**src/rtl/shift_pkg.sv**
```systemverilog
// Shared definitions for the universal shift register: the 3-bit mode
// encoding and a helper that classifies shift/rotate modes.
package shift_pkg;

  typedef logic [2:0] mode_t;

  localparam mode_t MODE_HOLD = 3'd0;
  localparam mode_t MODE_LOAD = 3'd1;
  localparam mode_t MODE_SHL  = 3'd2;
  localparam mode_t MODE_SHR  = 3'd3;
  localparam mode_t MODE_ROL  = 3'd4;
  localparam mode_t MODE_ROR  = 3'd5;
  localparam mode_t MODE_ASR  = 3'd6;
  // 3'd7 is reserved and decodes as HOLD.

  // True for every mode that moves data by one position (and so counts).
  function automatic logic is_shift_mode(input mode_t m);
    return (m >= MODE_SHL) && (m <= MODE_ASR);
  endfunction

endpackage

```
**src/rtl/univ_shift_reg_if.sv**
```systemverilog
// Bus bundle for univ_shift_reg: control/data inputs and registered outputs.
// The par signal exists only when SHIFT_PARITY_EN is defined.
interface univ_shift_reg_if
  import shift_pkg::*;
#(
  parameter int WIDTH = 8
) ();

  localparam int CW = $clog2(WIDTH) + 1;

  logic             en;
  mode_t            mode;
  logic [WIDTH-1:0] d;
  logic             sin;
  logic [WIDTH-1:0] q;
  logic             sout;
  logic [CW-1:0]    cnt;
  logic             done;
`ifdef SHIFT_PARITY_EN
  logic             par;
`endif

  // Driver side: the parallel datapath / link controller.
  modport master (
    output en, mode, d, sin,
    input  q, sout, cnt, done
`ifdef SHIFT_PARITY_EN
    , input par
`endif
  );

  // Register side.
  modport slave (
    input  en, mode, d, sin,
    output q, sout, cnt, done
`ifdef SHIFT_PARITY_EN
    , output par
`endif
  );

endinterface

```
**src/rtl/shift_cnt.sv**
```systemverilog
// Saturating shift counter with a one-cycle done pulse on the edge where
// the count reaches WIDTH. A clear (LOAD) restarts the count.
module shift_cnt #(
  parameter  int WIDTH = 8,
  localparam int CW    = $clog2(WIDTH) + 1
) (
  input  logic          clk,
  input  logic          reset_n,
  input  logic          en,
  input  logic          clr,
  input  logic          inc,
  output logic [CW-1:0] cnt,
  output logic          done
);

  localparam logic [CW-1:0] CNT_MAX = CW'(WIDTH);

  logic [CW-1:0] cnt_d, cnt_q;
  logic          done_d, done_q;

  // Next count and done pulse; done fires only on the WIDTH-1 -> WIDTH step.
  always_comb begin
    // NOTE: every combinational output gets a default first so no path
    // leaves it unassigned, which would otherwise infer a latch.
    cnt_d  = cnt_q;
    done_d = 1'b0;
    if (en) begin
      if (clr) begin
        cnt_d = '0;
      end else if (inc && (cnt_q != CNT_MAX)) begin
        cnt_d  = cnt_q + 1'b1;
        done_d = (cnt_q == CNT_MAX - 1'b1);
      end
    end
  end

  // Counter state, synchronous active-low reset.
  always_ff @(posedge clk) begin
    // NOTE: state is updated with non-blocking assignments so every flop
    // samples the pre-edge values regardless of statement order.
    if (!reset_n) begin
      cnt_q  <= '0;
      done_q <= 1'b0;
    end else begin
      cnt_q  <= cnt_d;
      done_q <= done_d;
    end
  end

  assign cnt  = cnt_q;
  assign done = done_q;

endmodule

```
**src/rtl/univ_shift_reg.sv**
```systemverilog
// Universal shift register: hold, parallel load, logical shifts, rotates
// and arithmetic shift right, with registered serial out and a shift
// counter. Defining SHIFT_PARITY_EN adds a registered even-parity output.
module univ_shift_reg
  import shift_pkg::*;
#(
  parameter int               WIDTH     = 8,
  parameter logic [WIDTH-1:0] RESET_VAL = '0
) (
  input logic              clk,
  input logic              reset_n,
  univ_shift_reg_if.slave  bus
);

  localparam int CW = $clog2(WIDTH) + 1;

  logic [WIDTH-1:0] q_d, q_q;
  logic             sout_d, sout_q;
  logic [CW-1:0]    cnt;
  logic             done;
`ifdef SHIFT_PARITY_EN
  logic             par_d, par_q;
`endif

  // Mode decode: next register contents and the bit leaving the register.
  always_comb begin
    q_d    = q_q;
    sout_d = sout_q;
    if (bus.en) begin
      case (bus.mode)
        MODE_LOAD: q_d = bus.d;
        MODE_SHL: begin
          q_d    = {q_q[WIDTH-2:0], bus.sin};
          sout_d = q_q[WIDTH-1];
        end
        MODE_SHR: begin
          q_d    = {bus.sin, q_q[WIDTH-1:1]};
          sout_d = q_q[0];
        end
        MODE_ROL: begin
          q_d    = {q_q[WIDTH-2:0], q_q[WIDTH-1]};
          sout_d = q_q[WIDTH-1];
        end
        MODE_ROR: begin
          q_d    = {q_q[0], q_q[WIDTH-1:1]};
          sout_d = q_q[0];
        end
        MODE_ASR: begin
          q_d    = {q_q[WIDTH-1], q_q[WIDTH-1:1]};
          sout_d = q_q[0];
        end
        default: ; // HOLD and the reserved encoding keep everything
      endcase
    end
`ifdef SHIFT_PARITY_EN
    par_d = ^q_d;
`endif
  end

  // Data path registers, synchronous active-low reset.
  always_ff @(posedge clk) begin
    if (!reset_n) begin
      q_q    <= RESET_VAL;
      sout_q <= 1'b0;
`ifdef SHIFT_PARITY_EN
      par_q  <= ^RESET_VAL;
`endif
    end else begin
      q_q    <= q_d;
      sout_q <= sout_d;
`ifdef SHIFT_PARITY_EN
      par_q  <= par_d;
`endif
    end
  end

  shift_cnt #(
    .WIDTH (WIDTH)
  ) u_cnt (
    .clk     (clk),
    .reset_n (reset_n),
    .en      (bus.en),
    .clr     (bus.mode == MODE_LOAD),
    .inc     (is_shift_mode(bus.mode)),
    .cnt     (cnt),
    .done    (done)
  );

  assign bus.q    = q_q;
  assign bus.sout = sout_q;
  assign bus.cnt  = cnt;
  assign bus.done = done;
`ifdef SHIFT_PARITY_EN
  assign bus.par  = par_q;
`endif

endmodule

```
**src/flat_wrapper.sv**
```systemverilog
// flat-port wrapper written by rule: the top's interface ports become plain ports
module univ_shift_reg_flat import shift_pkg::*;
#(
  parameter int               WIDTH     = 8,
  parameter logic [WIDTH-1:0] RESET_VAL = '0
)
  (clk, reset_n, bus_en, bus_mode, bus_d, bus_sin, bus_q, bus_sout, bus_cnt, bus_done);
  univ_shift_reg_if #(.WIDTH(WIDTH)) bus_i ();
  input logic clk;
  input logic reset_n;
  input wire logic [$bits(bus_i.en)-1:0] bus_en;
  input wire logic [$bits(bus_i.mode)-1:0] bus_mode;
  input wire logic [$bits(bus_i.d)-1:0] bus_d;
  input wire logic [$bits(bus_i.sin)-1:0] bus_sin;
  output wire logic [$bits(bus_i.q)-1:0] bus_q;
  output wire logic [$bits(bus_i.sout)-1:0] bus_sout;
  output wire logic [$bits(bus_i.cnt)-1:0] bus_cnt;
  output wire logic [$bits(bus_i.done)-1:0] bus_done;
  assign bus_i.en = bus_en;
  assign bus_i.mode = bus_mode;
  assign bus_i.d = bus_d;
  assign bus_i.sin = bus_sin;
  assign bus_q = bus_i.q;
  assign bus_sout = bus_i.sout;
  assign bus_cnt = bus_i.cnt;
  assign bus_done = bus_i.done;
  univ_shift_reg #(.WIDTH(WIDTH), .RESET_VAL(RESET_VAL)) u_core (.clk(clk), .reset_n(reset_n), .bus(bus_i));
endmodule
```
**config.mk**
```make
export PLATFORM = sky130hd
export DESIGN_NAME = univ_shift_reg_flat
export DESIGN_NICKNAME = d
export VERILOG_FILES = /design/src/rtl/shift_pkg.sv /design/src/rtl/univ_shift_reg_if.sv /design/src/rtl/shift_cnt.sv /design/src/rtl/univ_shift_reg.sv /design/src/flat_wrapper.sv
export SDC_FILE = /design/constraint.sdc
export NUM_CORES = 1
export LEC_CHECK = 0
export CORE_MARGIN = 4
export CORE_UTILIZATION = 41
export CTS_CLUSTER_SIZE = 24
export DETAILED_ROUTE_END_ITERATION = 16
export PLACE_DENSITY = 0.75
export SLEW_MARGIN = 40
export SYNTH_ARGS = -nofsm -noshare
export SYNTH_HDL_FRONTEND = slang
export SYNTH_SLANG_ARGS = --single-unit
export TNS_END_PERCENT = 1
```
**constraint.sdc**
```tcl
create_clock -name clk -period 1.4 [get_ports clk]
set_clock_uncertainty 0.1 [all_clocks]
set_input_delay 0.21 -clock clk [delete_from_list [all_inputs] [get_ports clk]]
set_output_delay 0.21 -clock clk [all_outputs]
set_load 0.02 [all_outputs]
```
Word level (Yosys, flattened, before mapping)
Index checks and enable logic that the tools add are counted.

operators by class
  $add $sub $neg = 1
  magnitude comparators = 2
  eq/ne operators = 8
  mux-type cells = 4
  bitwise logic cells = 4
  reductions and logical operators = 13

operator list
  kind                                                    count
  case mux 8 bit (6 select lines)                         1
  == test 3 bit (second input constant)                   3
  2-to-1 mux 4 bit                                        2
  == test 3 x 2 -> 1 bit (second input constant)          2
  AND reduction 2 bit                                     3
  nonzero test 6 bit                                      1
  nonzero test 5 bit                                      1
  adder 4 x 1 -> 4 bit (second input constant)            1
  == test 4 x 3 -> 1 bit (second input constant)          1
  inequality test 4 bit (second input constant)           1
  NOT 1 bit                                               4
  nonzero test 2 bit                                      2
  OR reduction 4 bit                                      1
  == test 3 x 1 -> 1 bit (second input constant)          1
  >= comparator 3 x 2 -> 1 bit (second input constant)    1
  less-or-equal comparator 3 bit (second input constant)  1
  AND reduction 3 bit                                     1
  OR reduction 3 bit                                      1
  logical AND 1 bit                                       2
  case mux 1 bit (2 select lines)                         1
  OR reduction 2 bit                                      1

storage, ports and cells
  flip-flop bits (word level) = 14
  input bits = 15
  output and inout port bits = 14
  logic and storage cells = 37

Logic depth before layout (Yosys ltp)
Gate-level depths: netlist (run 1).

  depth in word-level cells = 5
  mapped depth = 6
  gate-level depth less buffers = 6

Hierarchy
Synthesis (run 1) repeated with hierarchy kept, for this count alone.

unflattened totals
  cell total of the unflattened synthesis = 107
  area total of the unflattened synthesis = 923.4 µm²

by module, submodules not included
  module          times used  cells each  area an instance (µm²)  seq. area each (µm²)
  univ_shift_reg  1           75          645.6                   180.2
  shift_cnt       1           32          277.8                   100.1

Worst setup path after synthesis (run 1)
Ideal clock, no wire load.

  kind = flip-flop to flip-flop
  start = reg u_core.u_cnt.cnt_q[0] (netlist: u_core.u_cnt.cnt[0])
  end = reg u_core.u_cnt.cnt_q[3] (netlist: u_core.u_cnt.cnt[3])
  library setup time = 0.070 ns
  data arrival time = 1.453 ns
  data required time = 1.230 ns
  path slack = -0.223 ns
  stages on the path, launching flop included = 7
  buffers on the path = 0
  clock period less this slack = 1.623 ns
  cell sequence = dfxtp_1 > inv_1 > ha_1 > nand3b_4 > o221ai_2 > or3_1 > a21oi_1

between the ends
  cells in the longest elaborated chain, start to end = 4
  elaborated cells on any way between the ends = 7
  those cells by class = add/sub: 1; eq/ne: 1; mux: 2; reduce/logical: 3

RTL lines
  item                                                          line             source
  start, declared                                               shift_cnt.sv:18  logic [CW-1:0] cnt_d, cnt_q;
  start signal, assigned                                        shift_cnt.sv:45  cnt_q <= cnt_d;
  branches (longest 4 deep; another with adder 4 x 1 -> 4 bit)  --

Several ways; the timed one is not identified. The select of a mux whose other input is x is not followed.
A chain may end at the register's enable or synchronous reset.

Worst setup path in the final report (run 1)
Ends and elaborated chain as after synthesis.

==> results of run 1 <==
[through the flow]
stage	worst slack [ns]	TNS [ns]	area [um2]	utilization [%]
5_1_grt	-0.0633	-0.149	1480	71.8
3_3_place_gp	-0.352	-4.19	1410	68.4
2_1_floorplan	0.0142	0	953	-
6_report	-0.0303	-0.0303	1480	71.8
4_1_cts	-0.0623	-0.393	1430	69.4
3_5_place_dp	-0.416	-4.80	1410	68.4
[worst max-delay path by stage]
stage,start,end,slack [ns]
after floorplan,u_core.u_cnt.cnt[0]$_SDFFE_PN0P_,u_core.u_cnt.cnt[3]$_SDFFE_PN0P_,0.01
after global placement,bus_mode[2],u_core.bus.q[3]$_SDFFE_PN0P_,-0.35
after detailed placement,bus_mode[0],u_core.u_cnt.cnt[3]$_SDFFE_PN0P_,-0.42
after CTS,bus_mode[1],u_core.u_cnt.cnt[3]$_SDFFE_PN0P_,-0.06
after global routing,u_core.u_cnt.cnt[0]$_SDFFE_PN0P_,u_core.u_cnt.cnt[3]$_SDFFE_PN0P_,-0.06
final,u_core.u_cnt.cnt[0]$_SDFFE_PN0P_,u_core.u_cnt.cnt[3]$_SDFFE_PN0P_,-0.03
[cells in the final DEF (no fill, tap or decap), types with 3 or more instances in the layout]
cell type        count
nand2_1              6
clkdlybuf4s50_1     11
inv_1                3
a21oi_1             21
nand4_1              4
dlygate4sd2_1       12
a2bb2oi_1            5
clkbuf_4             3
buf_4               22
o21ai_0              9
dfxtp_1             11
[power groups by stage]
stage	combinational, mW	sequential, mW	clock (mW)
detailed placement	0.401	0.462	0
global route	0.447	0.455	0.281
finish	0.414	0.452	0.248
global placement	0.390	0.460	0
CTS	0.388	0.452	0.253
floorplan	0.179	0.492	0
[logic make-up after synthesis]
group / count (synthesis)
AOI/OAI and AO/OA: 52
and+or+nand+nor: 26
DFF: 14
buffers and inverters: 12
xor gates and xnor gates: 2
adders and majority gates: 2
muxes: 1
[synth_stat cells, types with 2 or more instances]
library cell / instances
a2bb2oi_1: 6
nor3b_1: 2
ha_1: 2
o22ai_1: 2
buf_2: 2
buf_6: 3
o21ai_0: 10
a21oi_1: 22
a31oi_1: 2
nor2_1: 2
nand4b_1: 2
nand2_1: 7
o221a_1: 2
dfxtp_1: 14
inv_1: 5
nand4_1: 4
[final cells by class]
| cell class | instances | share of cell area [%] |
|---|---|---|
| multi-input combinational | 83 | 41.3 |
| timing repair buffer | 56 | 33.6 |
| inverter | 5 | 1.44 |
| tap | 27 | 2.28 |
| sequential | 14 | 19.5 |
| clock buffer | 4 | 1.78 |
[what timing repair did]
item	in CTS	in global routing
resized for setup	19	11
buffers inserted	0	3
pin swaps	0	4
setup endpoints to repair	25	15
hold buffers	0	0
gates cloned	0	2
[layer usage]
metal,share of wire [%],GRT usage (%),vias to the layer above
met2,54,34.5,41
met4,2.2,7.99,0
li1,-,-,522
met3,4.6,5.80,8
met1,40,19.5,499
met5,0,0,-
[state kept, by name, indices dropped and copies added, names as in the netlist]
signal and count:
u_core.bus.sout 1, u_core.u_cnt.done 1, u_core.bus.q 8, u_core.u_cnt.cnt 4
[tightest hold or removal path: cells and delay by family]
family                 cells  cell delay (ns)
AO/OA/AOI/OAI              1             0.11
AND/OR/NAND/NOR            1             0.14
buffers and inverters      2             0.30
==> impl_results.md, run 1 <==
* Critical path arrival at 1.55 ns
* Relative slew slack at 81.4%
* Synth Register Bits at 14
* Non-filler cells, final at 189
* TritonCTS clock tree: done
* Cell variety after synth at 38
* GPL Wtd Cong at 0.851
* Drt wl/cell at 15.6 um
* Flop pwr share at 40.6%
* CTS Buffer Depth at 2
* I/O Pins at 29
* Drt first-iter violations at 47
* Most used flip-flop cell after synthesis: dfxtp_1
* RSZ-0062 raised after global routing: yes
* Leakage at 0.658 nW
* Synth top area cells: dfxtp_1, a21oi_1, a2bb2oi_1
* Grt ovf at 0
* CTS Sinks at 14
* Hold EP: u_core.bus.q[7]$_SDFFE_PN0P_
* Filler Cell Count at 178
* Post-DRT Antenna Nets at 0
* Status: finished, violations left
* Syn Nets at 126
* Adder-Cell Fraction of Synth Area at 2.69%
* Max-cap viol count at 0
* RR Endpoint: u_core.u_cnt.cnt[3]$_SDFFE_PN0P_
* Max incr delay on CP at 0.37 ns
* WL final at 2940 um
* Row count at 16
* Startpoint Class: flip-flop
* Root buffer cell: clkbuf_4
* Ys async rst share at 0%
* CP endpoint kind: flip-flop
* Cell Pwr Density at 752 nW/um2
* Worst r2r path cells at 6
* Slew of the pin with the lowest slew margin at 0.280 ns
* Worst R2R Setup Slack at -0.03 ns
* Worst Setup Slack, final at -0.0303 ns
* Initial antenna violation count at 0
* Largest family of logic cells by synthesized area: compound AO/OA/AOI/OAI gates
* Total number of vias at 1,070
* Crit path max-delay cell type: dfxtp_4
* Dpl cells at 180
* Diodes inserted at 0
* Top cell type's share of synthesized area at 30.1%
* Final-report max-slew violation count at 0
* Critical path depth in cells at 6
* DR vias/cell at 5.66
* Failing checks: setup timing
* Hold slack at 0.427 ns
* Multi-input logic area at 612 um2
* Post-route DRC at 0
* Clock Latency Late Sink at 0.29 ns
* Mapped Avg Cell Area at 8.53 um2
* Final min period at 1.43 ns
* Share of layout cells above drive strength 1 at 31.5%
* Pre-Repair DR Iteration Count at 4
* Net Sw Power at 0.364 mW
* Critical path buffer and inverter count at 1
* Total GRT Usage at 18.8%
* Pwr Total at 1.11 mW
* Num CTS Buffers at 3
* Global-route wire length before repair at 4600 um
* R2r startpoint: u_core.u_cnt.cnt[0]$_SDFFE_PN0P_
* Peak Freq at 699 MHz
* Core ar. at 2060 um2
* Die Footprint at 3090 um2
* Setup violations, final at 1
* Vias in the first global route at 998
* Worst path required time at 1.52 ns
* Clock power share at 22.3%
* Mapped Cells at 109
* Sw frac at 32.7%
* Die height at 55.6 um
* Netlist Area Pre-Place at 930 um2
* Fin. Hold Viols at 0
* Crit-path cells: inv_4 -> ha_4 -> nand3b_4 -> o221ai_2 -> or3_1 -> a21oi_1
* Critical path class: reg -> reg
* Worst IR Drop VDD at 0.769 mV
* Power Internal at 0.749 mW
* Largest net degree at the start of global routing at 15
* Simple-gate share of the synthesized area at 18.3%
* Sequential Area at 289 um2
* Multiplexer share of the synthesized area at 1.21%
* Sequential cell area fraction in the yosys report at 30.1%
* Post-Synth XOR/XNOR Area at 2.69%
* Cell accounting for the most synthesized area: dfxtp_1
* EDFF count, synth at 0
* Area Growth Syn to Fin at 59.2%
* Layout Nets at 180
* CP delay by family, top: simple AND/OR/NAND/NOR gates
* Max FO, Critical Path at 3
* Min-delay src: bus_mode[2]
* Die width at 55.6 um
* Post-synthesis compound-gate area fraction at 37.0%
* Post-detail-place hpwl at 2220 um
* Hold Path Class: in -> reg
* Clock slew seen by the registers of the worst setup and hold paths at 0.09 ns
* Hold Crit Depth at 4
* Final Cycle Share at 102%
* Ys Warns at 0
* H-tree Lvls at 1
* Initial core utilization at 45.1%
* PortBufs at 28
* Logic gate share of total power at 37.2%
(Power assumes the default switching activity.)
==> run 2: changes to the inputs <==
PLACE_DENSITY = 0.83   (was 0.75)
==> impl_results.md, run 2 (synthesis gave the netlist of run 1 again) <==
* Flop pwr share at 39.7% (-0.9 points)
* Critical path class: reg -> reg
* Drt wl/cell at 15.1 um (-3.0%)
* Post-DRT Antenna Nets at 0 (unchanged)
* Worst Setup Slack, final at -0.0193 ns (+0.0110 ns)
* Die Footprint at 3090 um2 (unchanged)
* H-tree Lvls at 1 (unchanged)
* I/O Pins at 29 (unchanged)
* Leakage at 0.641 nW (-2.6%)
* Failing checks: setup timing
* Final-report max-slew violation count at 0 (unchanged)
* Final min period at 1.42 ns (-0.0110 ns)
* Initial antenna violation count at 0 (unchanged)
* Worst IR Drop VDD at 0.628 mV (-18%)
* WL final at 2800 um (-5.0%)
* Total GRT Usage at 18.4% (-0.44 points)
* Diodes inserted at 0 (unchanged)
* Pre-Repair DR Iteration Count at 4 (unchanged)
* Clock slew seen by the registers of the worst setup and hold paths at 0.08 ns (about the same)
* Row count at 16 (unchanged)
* Clock Latency Late Sink at 0.29 ns (about the same)
* Startpoint Class: flip-flop
* Most frequent cells in the layout: a21oi_1, buf_4, dlygate4sd2_1
* Net Sw Power at 0.356 mW (-2.1%)
* Hold Path Class: in -> reg
* Cell Pwr Density at 777 nW/um2 (+3.2%)
* Final Cycle Share at 101% (-0.79 points)
* Vias in the first global route at 1,102 (+10%)
* Sw frac at 31.1% (-1.6 points)
* GPL Wtd Cong at 0.788 (-7.4%)
* TritonCTS clock tree: done
* Num CTS Buffers at 3 (unchanged)
* RSZ-0062 raised after global routing: yes
* Post-layout instance area at 1480 um2 (-0.34%)
* Die width at 55.6 um (unchanged)
* Share of layout cells above drive strength 1 at 27.2% (-4.3 points)
* Commonest non-fill, non-tap cell in the layout: a21oi_1
* Relative slew slack at 81.8% (+0.43 points)
* Post-route DRC at 0 (unchanged)
* Worst path required time at 1.46 ns (-0.06 ns)
* Core ar. at 2060 um2 (unchanged)
* Global-route wire length before repair at 4700 um (+2.1%)
* Dpl cells at 178 (-1.1%)
* CTS hold repair buffers at 0 (unchanged)
* Root buffer cell: clkbuf_4
* Area Growth Syn to Fin at 58.7%
* Setup violations, final at 1 (unchanged)
* Critical path arrival at 1.48 ns (-0.07 ns)
* Largest net degree at the start of global routing at 16 (+1)
* Dpl cell area at 1420 um2 (+0.71%)
* Non-filler cells, final at 185 (-2.1%)
* Logic gate share of total power at 34.5% (-2.7 points)
* Peak Freq at 705 MHz (+0.78%)
* Grt ovf at 0 (unchanged)
* Power Internal at 0.789 mW (+5.3%)
* Max FO, Critical Path at 4 (+1)
* Max FFs per register at 8 (unchanged)
* CTS Buffer Depth at 2 (unchanged)
* Fin. Hold Viols at 0 (unchanged)
* PortBufs at 28 (unchanged)
* Total number of vias at 1,059 (-1.0%)
* Layout Nets at 176 (-2.2%)
* CTS Sinks at 14 (unchanged)
* Max-cap viol count at 0 (unchanged)
* Initial core utilization at 45.1% (unchanged)
* CP endpoint kind: flip-flop
* Drt first-iter violations at 18 (-62%)
* Clock power share at 25.8% (+3.5 points)
* DR vias/cell at 5.72 (+1.1%)
* Status: finished, violations left
* Slew of the pin with the lowest slew margin at 0.270 ns (-0.00928 ns)
* Die height at 55.6 um (unchanged)
* Post-detail-place hpwl at 2080 um (-6.5%)
run 2: changes by cell type in the layout (fill, tap and decap cells not counted), moves of 2 or more:
cell	change
dlygate4sd2_1	+2
buf_4	-4
buf_12	+2
buf_2	-2
dlymetal6s2s_1	-2
run 2: final timing paths:
path                                          from                               end  slack [ns]  cells after the start
setup / recovery  u_core.u_cnt.cnt[0]$_SDFFE_PN0P_  u_core.u_cnt.cnt[3]$_SDFFE_PN0P_       -0.02                      7
hold / removal                         bus_mode[2]  u_core.u_cnt.cnt[1]$_SDFFE_PN0P_        0.40                      3
setup reg to reg  u_core.u_cnt.cnt[0]$_SDFFE_PN0P_  u_core.u_cnt.cnt[3]$_SDFFE_PN0P_       -0.02                      7
hold reg to reg       u_core.bus.sout$_SDFFE_PN0P_      u_core.bus.sout$_SDFFE_PN0P_        0.43                      1
run 2: final cells by class:
| class | instances | area (um2) |
|---|---|---|
| multi-input cells | 83 | 599 |
| well taps | 27 | 33.8 |
| flip-flops and latches | 14 | 289 |
| inverters | 5 | 21.3 |
| fillers | 168 | 587 |
| clock buffers | 4 | 36.3 |
| repair buffers | 52 | 495 |
run 2: per-layer routing:
metal	vias up	track usage (%)	share of wire (%)
met5	-	0	0
met2	36	32.8	53
met3	4	5.34	5.7
met1	503	20.1	40
li1	516	-	-
met4	0	7.64	1.2
run 2: worst max-delay path: stages, from the launching register on:
cell and delay (ns):
dfxtp_4 0.38, inv_4 0.04, ha_4 0.15, nand3b_4 0.08, o221ai_2 0.10, buf_4 0.15
o21ai_0 0.21, a21oi_1 0.09
run 2: repair_timing:
| action | CTS | global route |
|---|---|---|
| resized for setup | 21 | 3 |
| pin swaps | 0 | 6 |
| hold endpoints to repair | 0 | 0 |
| setup buffers | 0 | 3 |
| setup endpoints to repair | 26 | 6 |
run 2: power by group through the flow:
stage | clock network, mW | registers, mW | logic [mW]
after global routing | 0.316 | 0.458 | 0.429
after floorplan | 0 | 0.492 | 0.179
final | 0.296 | 0.455 | 0.395
after global placement | 0 | 0.464 | 0.388
after CTS | 0.300 | 0.454 | 0.388
after detailed placement | 0 | 0.465 | 0.399
run 2: through the flow:
stage          hold slack [ns]  util [%]   TNS, ns  worst slack [ns]  power [mW]
2_1_floorplan            0.257         -         0            0.0142       0.671
3_3_place_gp             0.416      68.9     -4.37            -0.386       0.851
3_5_place_dp             0.426      68.9     -4.93            -0.417       0.864
4_1_cts                  0.399      70.4  -0.00750          -0.00608        1.14
5_1_grt                  0.408      71.5    -0.163           -0.0787        1.20
6_report                 0.403      71.5   -0.0193           -0.0193        1.15
==> run 3: changes to the inputs <==
SLEW_MARGIN = 10   (was 40)
==> results of run 3 <==
The final DEF is identical to that of run 2; final timing and power are the same.
